## config.mk

```make
export PLATFORM = sky130hd
export DESIGN_NAME = slingshot_sprite
export DESIGN_NICKNAME = d
export VERILOG_FILES = /design/src/rtl/sling_pkg.sv /design/src/rtl/sprite_window.sv /design/src/rtl/slingshot_sprite.sv
export SDC_FILE = /design/constraint.sdc
export NUM_CORES = 1
export LEC_CHECK = 0
export CAP_MARGIN = 20
export CORE_ASPECT_RATIO = 0.7
export CORE_MARGIN = 3
export CORE_UTILIZATION = 52
export CTS_CLUSTER_SIZE = 8
export DETAILED_ROUTE_END_ITERATION = 10
export PLACE_DENSITY = 0.79
export SLEW_MARGIN = 20
export SYNTH_ARGS = -nofsm -noshare
export SYNTH_HDL_FRONTEND = slang
export SYNTH_SLANG_ARGS = --single-unit
```

## constraint.sdc

```tcl
create_clock -name clk -period 5.56 [get_ports clk]
set_input_delay 0.556 -clock clk [delete_from_list [all_inputs] [get_ports clk]]
set_output_delay 0.556 -clock clk [all_outputs]
set_load 0.005 [all_outputs]
```

## src/rtl/sling_pkg.sv

```systemverilog
// Shared types and constants for the slingshot sprite overlay: FSM state
// encoding, screen geometry and the power-on origin of the sprite.
package sling_pkg;

  typedef enum logic [1:0] {
    IDLE   = 2'd0,
    AIM    = 2'd1,
    RECOIL = 2'd2
  } sling_state_t;

  localparam int SCREEN_W = 640;
  localparam int SCREEN_H = 480;

  localparam int RST_X = 101;
  localparam int RST_Y = 325;

endpackage

```

## src/rtl/sprite_window.sv

```systemverilog
// Combinational sprite hit test: reports whether (h_cnt, v_cnt) falls inside
// a W x H rectangle anchored at (x0, y0) and gives the local column/row.
module sprite_window #(
  parameter int CNT_W = 10,
  parameter int W     = 30,
  parameter int H     = 87
) (
  input  logic [CNT_W-1:0] h_cnt,
  input  logic [CNT_W-1:0] v_cnt,
  input  logic [CNT_W-1:0] x0,
  input  logic [CNT_W-1:0] y0,
  output logic             hit,
  output logic [CNT_W-1:0] col,
  output logic [CNT_W-1:0] row
);

  // One extra bit so an origin near the right/bottom edge cannot wrap the
  // far edge around to a small value and produce a false hit at column 0.
  logic [CNT_W:0] x_last;
  logic [CNT_W:0] y_last;

  assign x_last = {1'b0, x0} + (CNT_W+1)'(W - 1);
  assign y_last = {1'b0, y0} + (CNT_W+1)'(H - 1);

  assign hit = (h_cnt >= x0) && ({1'b0, h_cnt} <= x_last) &&
               (v_cnt >= y0) && ({1'b0, v_cnt} <= y_last);

  assign col = h_cnt - x0;
  assign row = v_cnt - y0;

endmodule

```

## src/rtl/slingshot_sprite.sv

```systemverilog
// Animated slingshot overlay: movable origin, multi-frame strip ROM addressing
// and an IDLE/AIM/RECOIL animation FSM. Optional horizontal flip: SLING_MIRROR_EN.
module slingshot_sprite
  import sling_pkg::*;
#(
  parameter int CNT_W     = 10,
  parameter int W         = 30,
  parameter int H         = 87,
  parameter int FRAMES    = 4,
  parameter int FRAME_DIV = 6,
  parameter int ADDR_W    = 14
) (
  input  logic              clk,
  input  logic              rst,
  input  logic [CNT_W-1:0]  h_cnt,
  input  logic [CNT_W-1:0]  v_cnt,
  input  logic              frame_tick,
  input  logic [CNT_W-1:0]  pos_x,
  input  logic [CNT_W-1:0]  pos_y,
  input  logic              pull,
`ifdef SLING_MIRROR_EN
  input  logic              mirror,
`endif
  output logic              slingshot_valid,
  output logic [ADDR_W-1:0] slingshot_pixel_addr,
  output logic              fired,
  output logic              busy,
  output sling_state_t      state_dbg
);

  localparam int FRAME_W = (FRAMES > 1) ? $clog2(FRAMES) : 1;
  localparam int DIV_W   = $clog2(FRAME_DIV + 1);

  // slingshot_valid is a per-pixel qualifier, not a handshake: there is no
  // ready, and it follows h_cnt/v_cnt with one clock of latency every cycle.

  sling_state_t       state;
  logic [FRAME_W-1:0] frame;
  logic [DIV_W-1:0]   div;
  logic [CNT_W-1:0]   x0;
  logic [CNT_W-1:0]   y0;

  logic               hit;
  logic [CNT_W-1:0]   col;
  logic [CNT_W-1:0]   row;
  logic [CNT_W-1:0]   col_sel;
  logic [ADDR_W-1:0]  addr_next;

  sprite_window #(
    .CNT_W (CNT_W),
    .W     (W),
    .H     (H)
  ) u_window (
    .h_cnt (h_cnt),
    .v_cnt (v_cnt),
    .x0    (x0),
    .y0    (y0),
    .hit   (hit),
    .col   (col),
    .row   (row)
  );

`ifdef SLING_MIRROR_EN
  logic mirror_q;

  always_ff @(posedge clk or posedge rst) begin
    if (rst) begin
      mirror_q <= 1'b0;
    end else if (frame_tick) begin
      mirror_q <= mirror;
    end
  end

  assign col_sel = mirror_q ? (CNT_W'(W - 1) - col) : col;
`else
  assign col_sel = col;
`endif

  assign addr_next = ADDR_W'(frame) * ADDR_W'(W * H) +
                     ADDR_W'(row) * ADDR_W'(W) + ADDR_W'(col_sel);

  // Origin, frame and state only move on frame_tick so a frame never tears.
  always_ff @(posedge clk or posedge rst) begin
    if (rst) begin
      state <= IDLE;
      frame <= '0;
      div   <= '0;
      fired <= 1'b0;
      x0    <= CNT_W'(RST_X);
      y0    <= CNT_W'(RST_Y);
    end else begin
      fired <= 1'b0;
      if (frame_tick) begin
        x0 <= pos_x;
        y0 <= pos_y;
        case (state)
          IDLE: begin
            frame <= '0;
            if (pull) begin
              state <= AIM;
              frame <= FRAME_W'(1);
            end
          end
          AIM: begin
            if (!pull) begin
              state <= RECOIL;
              fired <= 1'b1;
              frame <= FRAME_W'(2);
              div   <= '0;
            end
          end
          RECOIL: begin
            if (div == DIV_W'(FRAME_DIV - 1)) begin
              div <= '0;
              if (frame == FRAME_W'(FRAMES - 1)) begin
                state <= IDLE;
                frame <= '0;
              end else begin
                frame <= frame + FRAME_W'(1);
              end
            end else begin
              div <= div + DIV_W'(1);
            end
          end
          default: begin
            state <= IDLE;
            frame <= '0;
            div   <= '0;
          end
        endcase
      end
    end
  end

  always_ff @(posedge clk or posedge rst) begin
    if (rst) begin
      slingshot_valid      <= 1'b0;
      slingshot_pixel_addr <= '0;
    end else begin
      slingshot_valid      <= hit;
      slingshot_pixel_addr <= hit ? addr_next : '0;
    end
  end

  assign busy      = (state != IDLE);
  assign state_dbg = state;

endmodule

```

Word-level counts from Yosys, hierarchy flattened:

Cells that the tools add are included.

* output and inout port bits: 19
* register bits after elaboration: 43
* input bits: 44

* magnitude comparators: 4
* $add $sub $neg: 8
* reductions and logical operators: 8
* bitwise gates (word level): 1
* equal/unequal tests: 8
* $mul: 2
* multiplexer cells: 16

Operators with widths (count)
* $le 10x11->1: 2
* $ge 10x10->1: 2
* $sub 10x10->10: 2
* $add 14x10->14: 1
* $add 14x14->14: 1
* $mux 14: 1
* $mul 10x4->13 const B: 1
* $mul 2x11->13 const B: 1
* $mux 2: 6
* $pmux 2 s3: 2
* $add 10x5->11 const B: 1
* $add 10x7->11 const B: 1
* $pmux 3 s3: 1
* $ne 2x2->1 const B: 4
* $mux 3: 2
* $reduce_and 3->1: 2
* $reduce_and 5->1: 1
* $eq 2x2->1 const B: 2
* $mux 1: 4
* $add 3x1->3 const B: 1
* $eq 3x3->1 const B: 1
* $logic_and 1x1->1: 3
* $add 2x1->2 const B: 1
* $eq 2x1->1 const B: 1
* other kinds (3): 3

Depth between registers and ports, before layout:

Gate-level depths: netlist of run 1.

* depth after elaboration: 6
* depth in mapped cells: 28
* mapped depth without buffers: 27

Modules after synthesis:

From an unflattened synthesis of run 1, not the netlist that was laid out.

* cells, all modules: 517
* area, all modules: 4911.0 µm²

By module, submodules not included
* slingshot_sprite: instances 1, area an instance 3246.9 µm², cells an instance 295
* sprite_window: instances 1, area an instance 1664.1 µm², cells an instance 222

Worst setup path after synthesis of run 1:

OpenSTA, ideal clock, no wires.

* path type: input to register
* start: in v_cnt[0]
* end: reg slingshot_pixel_addr[13]
* buffers on the path: 1
* arrival time: 5.600 ns
* stages: 26
* slack: -0.120 ns
* path through: inv_1 > ha_1 > inv_1 > fa_1 > a211oi_1 > nor2_1 > o21ai_0 > a22o_1 > buf_2 > xnor3_1 > ha_1 > inv_1 > fa_1 > inv_1 > ha_1 > or4_1 > o22ai_1 > xnor2_1 > ha_1 > ha_1 > o21a_1 > nor2_1 > o21a_1 > o311ai_0 > a211o_1 > a21oi_1

* word-level cells in the longest chain between the ends: 5
* elaborated cells on any way between the ends: 9
* those cells by class: add/sub (3); mul (1); order compare (2); mux (1); reduce/logical (2)

Ends and longest elaborated chain
* start: declaration: RTL line slingshot_sprite.sv:16 `input logic [CNT_W-1:0] v_cnt,`
* $sub 10x10->10: RTL line sprite_window.sv:29 `assign row = v_cnt - y0;`
* $mul 10x4->13: RTL line slingshot_sprite.sv:80 `ADDR_W'(row) * ADDR_W'(W) + ADDR_W'(col_sel);`
* $add 14x14->14: RTL line slingshot_sprite.sv:79 `assign addr_next = ADDR_W'(frame) * ADDR_W'(W * H) +`
* $add 14x10->14: RTL line slingshot_sprite.sv:80
* $mux 14 (*): RTL line slingshot_sprite.sv:141 `slingshot_pixel_addr <= hit ? addr_next : '0;`
* end signal: assignment: RTL line slingshot_sprite.sv:141
* end: declaration: RTL line slingshot_sprite.sv:25 `output logic [ADDR_W-1:0] slingshot_pixel_addr,`

Mark *: on every way between the ends. The rest lies on a longest branch, timed or not.
A chain may end at the register's enable or synchronous reset.

Final worst setup path of run 1:

* start: in v_cnt[1]
* end: reg slingshot_pixel_addr[12]

Same word-level chain as after synthesis.

==> run summary, run 1 <==
The pin count of the biggest net entering global routing was 46. Counting along the longest clock path gives a buffer depth of 2. The row count was 28; the overall overflow remaining after global route was 0. The final period utilization works out to 104%. For the minimum setup slack in the final design, the log shows -0.202 ns. In this run the worst hold path is classified as reg2reg. The per-instance average area after synthesis came out at 8.67 sq um. The run finished, with violations left. Headroom to the max-slew limit came out at 39.9%.

The critical path starts at v_cnt[1]. The critical path in this run is classified as in2reg. In this run the remaining antenna-violating nets after routing total 0. TritonCTS built the clock tree. Once detailed placement completed, the half-perimeter wirelength came to 9970 um. Of the cells placed in the final design, the portion with a size suffix greater than 1 is 23.6%.

The worst-case reg-to-reg path depth is 26, and the slew at the pin closest to its max-slew limit is 0.890 ns. At the later pin of the worst-skew pair, clock insertion delay measures 0.30 ns. During placement, the flow inserted port buffers numbering 62.

The clock net in this run drives a total of 43 sinks. In the global route stage, overall resource usage came out at 25.7%. The detailed router's first-iteration violation count is 407. The area growth from synthesis to final layout works out to 39.1%. Startpoint of the lowest-slack hold path: div[2]. The detailed router placed 4728 vias in this run. The checks that failed: negative setup slack. Net count after synthesis: 706. The kind of start point of the critical path was an input port.

The startpoint of the lowest-slack register-to-register path is y0[0]. In the routed layout, each cell is associated on average with a via count of 5.70. The tools report the total setup violations reported at the end of the flow as 3. Summed over all instances, the cell type with the most area after synthesis is sky130_fd_sc_hd__ha_1.

Top achievable clock speed: 174 MHz. The cell count of the worst hold path is 1. Global placement routability congestion: 0.876. The clock slew seen by the registers of the worst setup and hold paths came out at 0.06 ns. The deepest level of the CTS H-tree came out at 2. After synthesis, the largest area contributor takes up 19.7% of total cell area. The most common flop cell mapped by yosys was sky130_fd_sc_hd__dfrtp_1. Initial antenna violation count: 0. Yosys mapped a number of flops with a built-in enable equal to 0. The first global-routing pass estimated 21800 um of wire. The count of max-cap constraint violations was 0. TritonCTS created 5 clock buffers.

The sequential-to-total area share from yosys stat came out at 22.2%. The via count of the first global-routing pass is 4773. Total length of routed wires: 13700 um. The post-layout minimum cycle time was 5.76 ns. The total number of nets in the final design was 850; the number of distinct standard cells referenced by the synthesized netlist was 57. The core region is 8790 sq um. The count of yosys warnings during synthesis was 0; the post-synthesis async set-or-reset flop share was 100%. The root buffer cell chosen for the clock tree is sky130_fd_sc_hd__clkbuf_16. Data arrives at the worst endpoint at 5.93 ns. Measured along the y axis, the die boundary spans 87.1 um. The boundary pin count was 63; the number of diodes was 0. The logs give 0 for the final number of max-transition violations and 0 for the number of remaining DRC errors. Critical path endpoint category: a flip-flop. The flip-flop and latch count after synthesis was 43. By area the synthesized netlist is led by sky130_fd_sc_hd__ha_1 (20%), sky130_fd_sc_hd__dfrtp_1 (18%), sky130_fd_sc_hd__fa_1 (8.6%).

The final hold violation count is 0. The average wire length per cell after detail routing came out at 16.6 um. Across all hold checks on the routed design, the worst slack comes to 0.507 ns. The design area was 6800 sq um; the placed instance area was 6120 sq um. The worst-path maximum fanout is 3, and the area of the mapped netlist is 4890 sq um. For this run, the detailed router's first-pass iteration total came to 5. For the initial core utilization, the log shows 55.6%.

In the synthesized netlist, the number of instances is 564. Setup repair after global routing could not meet its margin everywhere. Clock skew on the completed layout was measured at 0.00969 ns. The floorplan die width came out at 122 um. The floorplan step defined a die boundary enclosing 10600 sq um.

The worst path required time came out at 5.72 ns.
==> synth_stat cells (3+ instances only) <==
library cell,n
sky130_fd_sc_hd__a21oi_1,19
sky130_fd_sc_hd__nand4_1,10
sky130_fd_sc_hd__ha_1,77
sky130_fd_sc_hd__inv_1,80
sky130_fd_sc_hd__nand3_1,4
sky130_fd_sc_hd__xor2_1,18
sky130_fd_sc_hd__o22ai_1,3
sky130_fd_sc_hd__xnor2_1,30
sky130_fd_sc_hd__o211ai_1,4
sky130_fd_sc_hd__nand3b_1,3
sky130_fd_sc_hd__dfstp_2,8
sky130_fd_sc_hd__or2_2,3
sky130_fd_sc_hd__a21o_1,13
sky130_fd_sc_hd__o21a_1,15
sky130_fd_sc_hd__nor2_1,47
sky130_fd_sc_hd__a211oi_1,8
sky130_fd_sc_hd__nor2b_1,10
sky130_fd_sc_hd__nand2b_1,4
sky130_fd_sc_hd__o31a_1,3
sky130_fd_sc_hd__dfrtp_1,35
sky130_fd_sc_hd__fa_1,21
sky130_fd_sc_hd__nor3_1,13
sky130_fd_sc_hd__and3_1,4
sky130_fd_sc_hd__clkbuf_1,5
sky130_fd_sc_hd__a31oi_1,3
sky130_fd_sc_hd__a211o_1,3
sky130_fd_sc_hd__nand2_1,40
sky130_fd_sc_hd__o21ai_0,42
==> kinds of logic (layout without fill, tap and decap cells) <==
family          Yosys count  in the layout  share of synthesized area, %
compound gates          134            134                          17.9
xor+xnor                 49             49                          9.06
fa+ha+maj               100            100                          28.7
buf+inv                  88            233                          6.96
flops                    43             43                          22.2
mux                       4              4                         0.870
simple gates            146            146                          14.2
==> per-stage QoR <==
step / worst slack (ns) / utilization (%) / TNS [ns] / instances
floorplan: 0.00109 / - / 0 / 564
global placement: -0.553 / 69.6 / -1.38 / 802
detailed placement: -0.694 / 69.6 / -2.06 / 802
CTS: 0.0102 / 75.2 / 0 / 824
global route: -0.382 / 77.3 / -1.27 / 829
finish: -0.202 / 77.3 / -0.466 / 829
==> cell usage in the layout, fill, tap and decap left out, types with 6 or more instances in the layout <==
| master | n |
|---|---|
| sky130_fd_sc_hd__fa_1 | 19 |
| sky130_fd_sc_hd__nor2b_1 | 9 |
| sky130_fd_sc_hd__xnor2_1 | 26 |
| sky130_fd_sc_hd__xor2_1 | 14 |
| sky130_fd_sc_hd__nand4_1 | 10 |
| sky130_fd_sc_hd__inv_2 | 6 |
| sky130_fd_sc_hd__ha_4 | 11 |
| sky130_fd_sc_hd__nor2_1 | 42 |
| sky130_fd_sc_hd__o21a_1 | 15 |
| sky130_fd_sc_hd__dfstp_2 | 8 |
| sky130_fd_sc_hd__o21ai_0 | 36 |
| sky130_fd_sc_hd__dfrtp_1 | 35 |
| sky130_fd_sc_hd__nor3_1 | 11 |
| sky130_fd_sc_hd__a21o_1 | 13 |
| sky130_fd_sc_hd__ha_1 | 64 |
| sky130_fd_sc_hd__a21oi_1 | 14 |
| sky130_fd_sc_hd__buf_4 | 79 |
| sky130_fd_sc_hd__inv_1 | 74 |
| sky130_fd_sc_hd__nand2_1 | 40 |
| sky130_fd_sc_hd__clkdlybuf4s50_1 | 58 |
==> path summary, 6_finish.rpt <==
kind	slack, ns	endpoint
worst max-delay path	-0.20	slingshot_pixel_addr[12]
worst min-delay path	0.51	div[2]
worst max register to register	-0.19	slingshot_pixel_addr[12]
worst min register to register	0.51	div[2]
max in group asynchronous	4.48	slingshot_pixel_addr[4]
min in group asynchronous	0.69	fired
==> critical path: stages <==
cell,delay [ns]
sky130_fd_sc_hd__clkdlybuf4s15_1,0.24
sky130_fd_sc_hd__buf_4,0.18
sky130_fd_sc_hd__fa_2,0.42
sky130_fd_sc_hd__buf_6,0.14
sky130_fd_sc_hd__a21o_1,0.18
sky130_fd_sc_hd__a21oi_2,0.19
sky130_fd_sc_hd__xor2_2,0.23
sky130_fd_sc_hd__xor2_2,0.31
sky130_fd_sc_hd__xnor2_2,0.14
sky130_fd_sc_hd__fa_1,0.57
sky130_fd_sc_hd__inv_2,0.05
sky130_fd_sc_hd__ha_4,0.23
sky130_fd_sc_hd__o21a_1,0.17
sky130_fd_sc_hd__o31a_1,0.14
sky130_fd_sc_hd__a21o_1,0.20
sky130_fd_sc_hd__fa_1,0.53
sky130_fd_sc_hd__inv_2,0.05
sky130_fd_sc_hd__ha_4,0.16
sky130_fd_sc_hd__buf_6,0.12
sky130_fd_sc_hd__o21ai_2,0.12
sky130_fd_sc_hd__nand2b_1,0.15
sky130_fd_sc_hd__buf_4,0.18
sky130_fd_sc_hd__o211a_4,0.14
sky130_fd_sc_hd__o41ai_4,0.29
sky130_fd_sc_hd__xor2_1,0.18
sky130_fd_sc_hd__nor2_1,0.07
==> per-layer routing <==
metal	GRT usage, %	vias up	share of wire, %	wire (um)
met5	0	-	0	0
met1	31.5	2251	41	5560
li1	-	2224	-	-
met2	44.3	205	49	6680
met4	8.44	0	3.4	470
met3	6.88	48	7.4	1010
==> registers in the layout, indices dropped and copies added (netlist names) <==
name	cells
frame	2
y0	10
x0	10
div	3
state_dbg	2
fired	1
slingshot_valid	1
slingshot_pixel_addr	14
==> layout make-up <==
type	count	area, sq um
multi-input combinational	433	3860
tap	120	150
timing repair buffer	145	1260
inverter	80	300
clock inverter	2	12.5
clock buffer	6	129
sequential	43	1090
fill	566	1990
==> timing repair <==
action | in CTS | in global routing
pin swaps | 49 | 32
hold buffers | 0 | 0
gates resized for setup | 55 | 27
setup endpoints to repair | 4 | 6
buffers inserted | 14 | 5
hold endpoints to repair | 0 | 0
Power of run 1 is left out: the tool's default activity adds up to more than one toggle a clock period on the data nets, which glitch-free logic cannot reach.
==> run 2: changes to the inputs <==
--- a/config.mk
+++ b/config.mk
@@ -5,13 +5,14 @@
 export SDC_FILE = /design/constraint.sdc
 export NUM_CORES = 1
 export LEC_CHECK = 0
+export ABC_AREA = 1
 export CAP_MARGIN = 20
 export CORE_ASPECT_RATIO = 0.7
 export CORE_MARGIN = 3
-export CORE_UTILIZATION = 52
+export CORE_UTILIZATION = 30
 export CTS_CLUSTER_SIZE = 8
 export DETAILED_ROUTE_END_ITERATION = 10
-export PLACE_DENSITY = 0.79
+export PLACE_DENSITY = 0.6
 export SLEW_MARGIN = 20
 export SYNTH_ARGS = -nofsm -noshare
 export SYNTH_HDL_FRONTEND = slang
==> run 2 against run 1 <==
The flow now finishes without violations; synthesized cell count increased by 25%; cell area up 1.8%; die area grew 79%; worst setup slack better by 0.44 ns; critical path depth stayed put; critical path type unchanged; highest routed layer unchanged.
==> run summary, run 2 <==
For the pin with the worst max-slew slack, the measured transition is 0.895 ns. The number of enable-type register cells in the synthesized netlist came out at 0. The tools report the clock insertion delay at the later pin of the skew report as 0.29 ns.

The startpoint identified for the worst hold timing path is div[2]. Initial antenna violation count: 0. The number of diodes is 0.

In the final layout, the registers with the most flip-flops are slingshot_pixel_addr x14, x0 x10, y0 x10. Along the worst path, the maximum fanout reaches 4. The tools report the count of yosys warnings during synthesis as 0. In the synthesized netlist, the cells that appear most often are sky130_fd_sc_hd__nand2_1 (159), sky130_fd_sc_hd__inv_1 (139), sky130_fd_sc_hd__ha_1 (77), sky130_fd_sc_hd__nor2_1 (47), sky130_fd_sc_hd__o21ai_0 (42). For met2 alone, demand over resource in global routing was 18.7%. In this run the remaining antenna-violating nets after routing total 0.

The logs give 63 for the boundary pin count and 0 for the count of max-cap constraint violations. The tightest min-delay check is of the reg2reg type. The number of sinks driven by the clock tree came out at 43. The fraction of synthesized area in multiplexers is 0.217%, and the total length of routed wires is 12100 um. The post-synthesis xor/xnor area fraction was 8.54%; the number of flip-flops in the largest register was 14.

Summing the areas of all and, or, nand and nor instances in the mapped netlist gives 21.0% of the synthesized area. For the vias after detailed routing, the log shows 4569. Compared with the post-synthesis result, the final layout area differs by 33.1%. The run gives 6920 sq um as the design area. The run finished with clean final reports. The average wire length per cell after detail routing came out at 11.5 um. Cell type of the slowest stage on the worst timing path: sky130_fd_sc_hd__fa_1. The detailed router's first-iteration violation count came out at 203. Entering global routing, the biggest net connects 44 pins. In the global route stage, met1 resource usage came out at 21.2%. The number of remaining DRC errors is 0, and the buffers plus inverters on the worst setup path is 9. Summing all placed instances gives a cell area of 6520 sq um. The tools report the full die area as 19000 sq um.

Tracing the worst setup path back leads to its startpoint at v_cnt[0]. The clock slew seen by the registers of the worst setup and hold paths came out at 0.07 ns. TritonCTS created 5 clock buffers.

The startpoint identified for the worst register-to-register timing path is y0[0]. Among all flip-flop cells after synthesis, the most frequent one is sky130_fd_sc_hd__dfrtp_1. STA classifies the critical path startpoint as an input port. The global placement routability congestion is 0.858. Setup violations remaining at the end of the flow were counted as 0. Of the available clock period, the critical path in the final layout requires 95.8%. The run gives 188 MHz as the top achievable clock speed. The tools report the post-synthesis instance total as 704. Post-synthesis async set-or-reset flop share: 100%. The critical path is of the in2reg type.

STA puts the critical path data arrival time at 5.49 ns. Yosys attributes the largest share of cell area to sky130_fd_sc_hd__ha_1 (19%), sky130_fd_sc_hd__dfrtp_1 (17%), sky130_fd_sc_hd__nand2_1 (11%). After detailed routing, the number of vias per cell comes to 4.33. The synthesized netlist contains 41 unique library cells.

The minimum setup slack in the final design was 0.235 ns; the HPWL after detailed placement was 10400 um. The category of cells accounting for the largest share of critical-path delay is adder cells. Adder and majority gate portion of the synthesized area: 26.6%. Cells with a size suffix above 1 make up 15.7% of the layout. The per-instance average area after synthesis came out at 7.39 sq um. The tools report the via count of the first global-routing pass as 4337. The routed design could run at a clock period as short as 5.32 ns. Largest family of logic cells by synthesized area: adder cells. The tools report the initial core utilization as 31.3%. The top cell type's share of synthesized area came out at 18.5%. The tools report the total number of nets in the final design as 971. The final hold violation count is 0, and the overall routing resource usage is 13.4%. More flip-flops sit in one register than any other, and that register is slingshot_pixel_addr. The longest clock path from root to sink contains 2 buffers. The library cell used most frequently in the layout, excluding fill and tap cells, is sky130_fd_sc_hd__nand2_1. After global routing the overflow that remains totals 0.

Headroom to the max-slew limit came out at 40.2%. met1 is the most crowded layer. The first global-routing pass estimated 20700 um of wire. The mapped netlist covers 5200 sq um.

In this run the horizontal extent of the chip is 163 um. The filler cell count was 1694. By instance count, the leading cell after synthesis is sky130_fd_sc_hd__nand2_1. The most prevalent standard cell on the critical path was sky130_fd_sc_hd__inv_1.

The root buffer cell chosen for the clock tree is sky130_fd_sc_hd__clkbuf_16. Of the synthesized area, sequential elements account for 20.9%. The critical path endpoint category was a flip-flop.

The highest cell delay on the worst timing path is 0.51 ns. TritonCTS built the clock tree. Post-route core utilization: 41.6%.

Buffers inserted to repair hold after CTS numbered 0. From bottom edge to top edge, the die measures 116 um. The total area inside the core boundary comes to 16600 sq um. The synthesized design contains 43 register bits. The synthesized netlist devotes 12.0% of its cell area to compound gates. Synthesis produced a netlist with a net count of 846.

In this run the core area contains 39 standard-cell rows. The met3 usage was 2.91%; the worst path required time was 5.73 ns. The first TritonRoute pass finished after 4 iterations. The clock tree synthesis step divided the H-tree into 2 levels. sky130_fd_sc_hd__ha_1 takes more of the synthesized area than any other cell. On the final layout, the worst clock skew is 0.00447 ns. The final number of max-transition violations came out at 0.

Input and output buffers added on the ports amount to 62. The top cell types in the final layout, fill and taps aside, are sky130_fd_sc_hd__nand2_1 (157), sky130_fd_sc_hd__inv_1 (134), sky130_fd_sc_hd__ha_1 (68). Prior to clock tree synthesis, the placed netlist has a worst setup slack of -0.301 ns.
run 2: cell count changes in the layout (fill, tap and decap cells not counted), sizes merged, moves of 5 or more:
cell / change
a211oi: -8
xor2: +18
xnor2: -20
a21oi: +19
o21a: -14
o21bai: +5
nor3: -5
buf: -22
nor2b: -10
nand2: +122
a21o: -12
nand3: +29
inv: +61
run 2: path summary, 6_finish.rpt:
kind,end,slack [ns],cells after the start
min in group asynchronous,slingshot_pixel_addr[2],0.78,2
min,div[2],0.48,1
min reg2reg,div[2],0.48,1
max reg2reg,slingshot_pixel_addr[12],0.41,24
max,slingshot_pixel_addr[12],0.24,26
max in group asynchronous,x0[9],4.22,2
run 2: per-layer routing:
metal | share of wire, % | wire [um]
met4 | 0.45 | 54
met2 | 39 | 4680
met3 | 5.6 | 683
met1 | 55 | 6710
met5 | 0 | 0
run 2: cell families (layout without fill, tap and decap cells):
| logic type | Yosys count | after routing |
|---|---|---|
| simple gates | 263 | 263 |
| buf+inv | 147 | 273 |
| compound gates | 106 | 106 |
| fa+ha+maj | 98 | 98 |
| xor+xnor | 46 | 46 |
| flops | 43 | 43 |
| mux | 1 | 1 |
run 2: per-stage QoR:
stage / TNS (ns) / std cells / hold slack (ns)
2_1_floorplan: 0 / 704 / 0.448
3_3_place_gp: -0.518 / 1045 / 0.470
3_5_place_dp: -1.01 / 1045 / 0.477
4_1_cts: 0 / 1053 / 0.484
5_1_grt: -0.0557 / 1055 / 0.510
6_report: 0 / 1055 / 0.481
run 2: worst register-to-register path: cells and delay by family, from the launching register on:
kind                       cells  cell delay (ns)
xor gates and xnor gates       4             0.67
and+or+nand+nor                4             0.41
AOI/OAI and AO/OA              2             0.30
buffers and inverters          7             0.67
DFF                            1             0.56
adders and majority gates      7             2.44
run 2: timing repair:
action | CTS | global route
pin swaps | 0 | 16
setup buffers | 0 | 2
gates resized for setup | 1 | 36
endpoints found under the setup margin | 1 | 6
run 2: final cells by class:
type	count	area, sq um	area share, %
multi-input combinational	514	3740	54.0
clock buffer	6	129	1.86
tap	225	282	4.07
sequential	43	1090	15.7
clock inverter	2	60.1	0.868
inverter	142	533	7.70
timing repair buffer	123	1090	15.8
Power of run 2 is left out for the same reason.
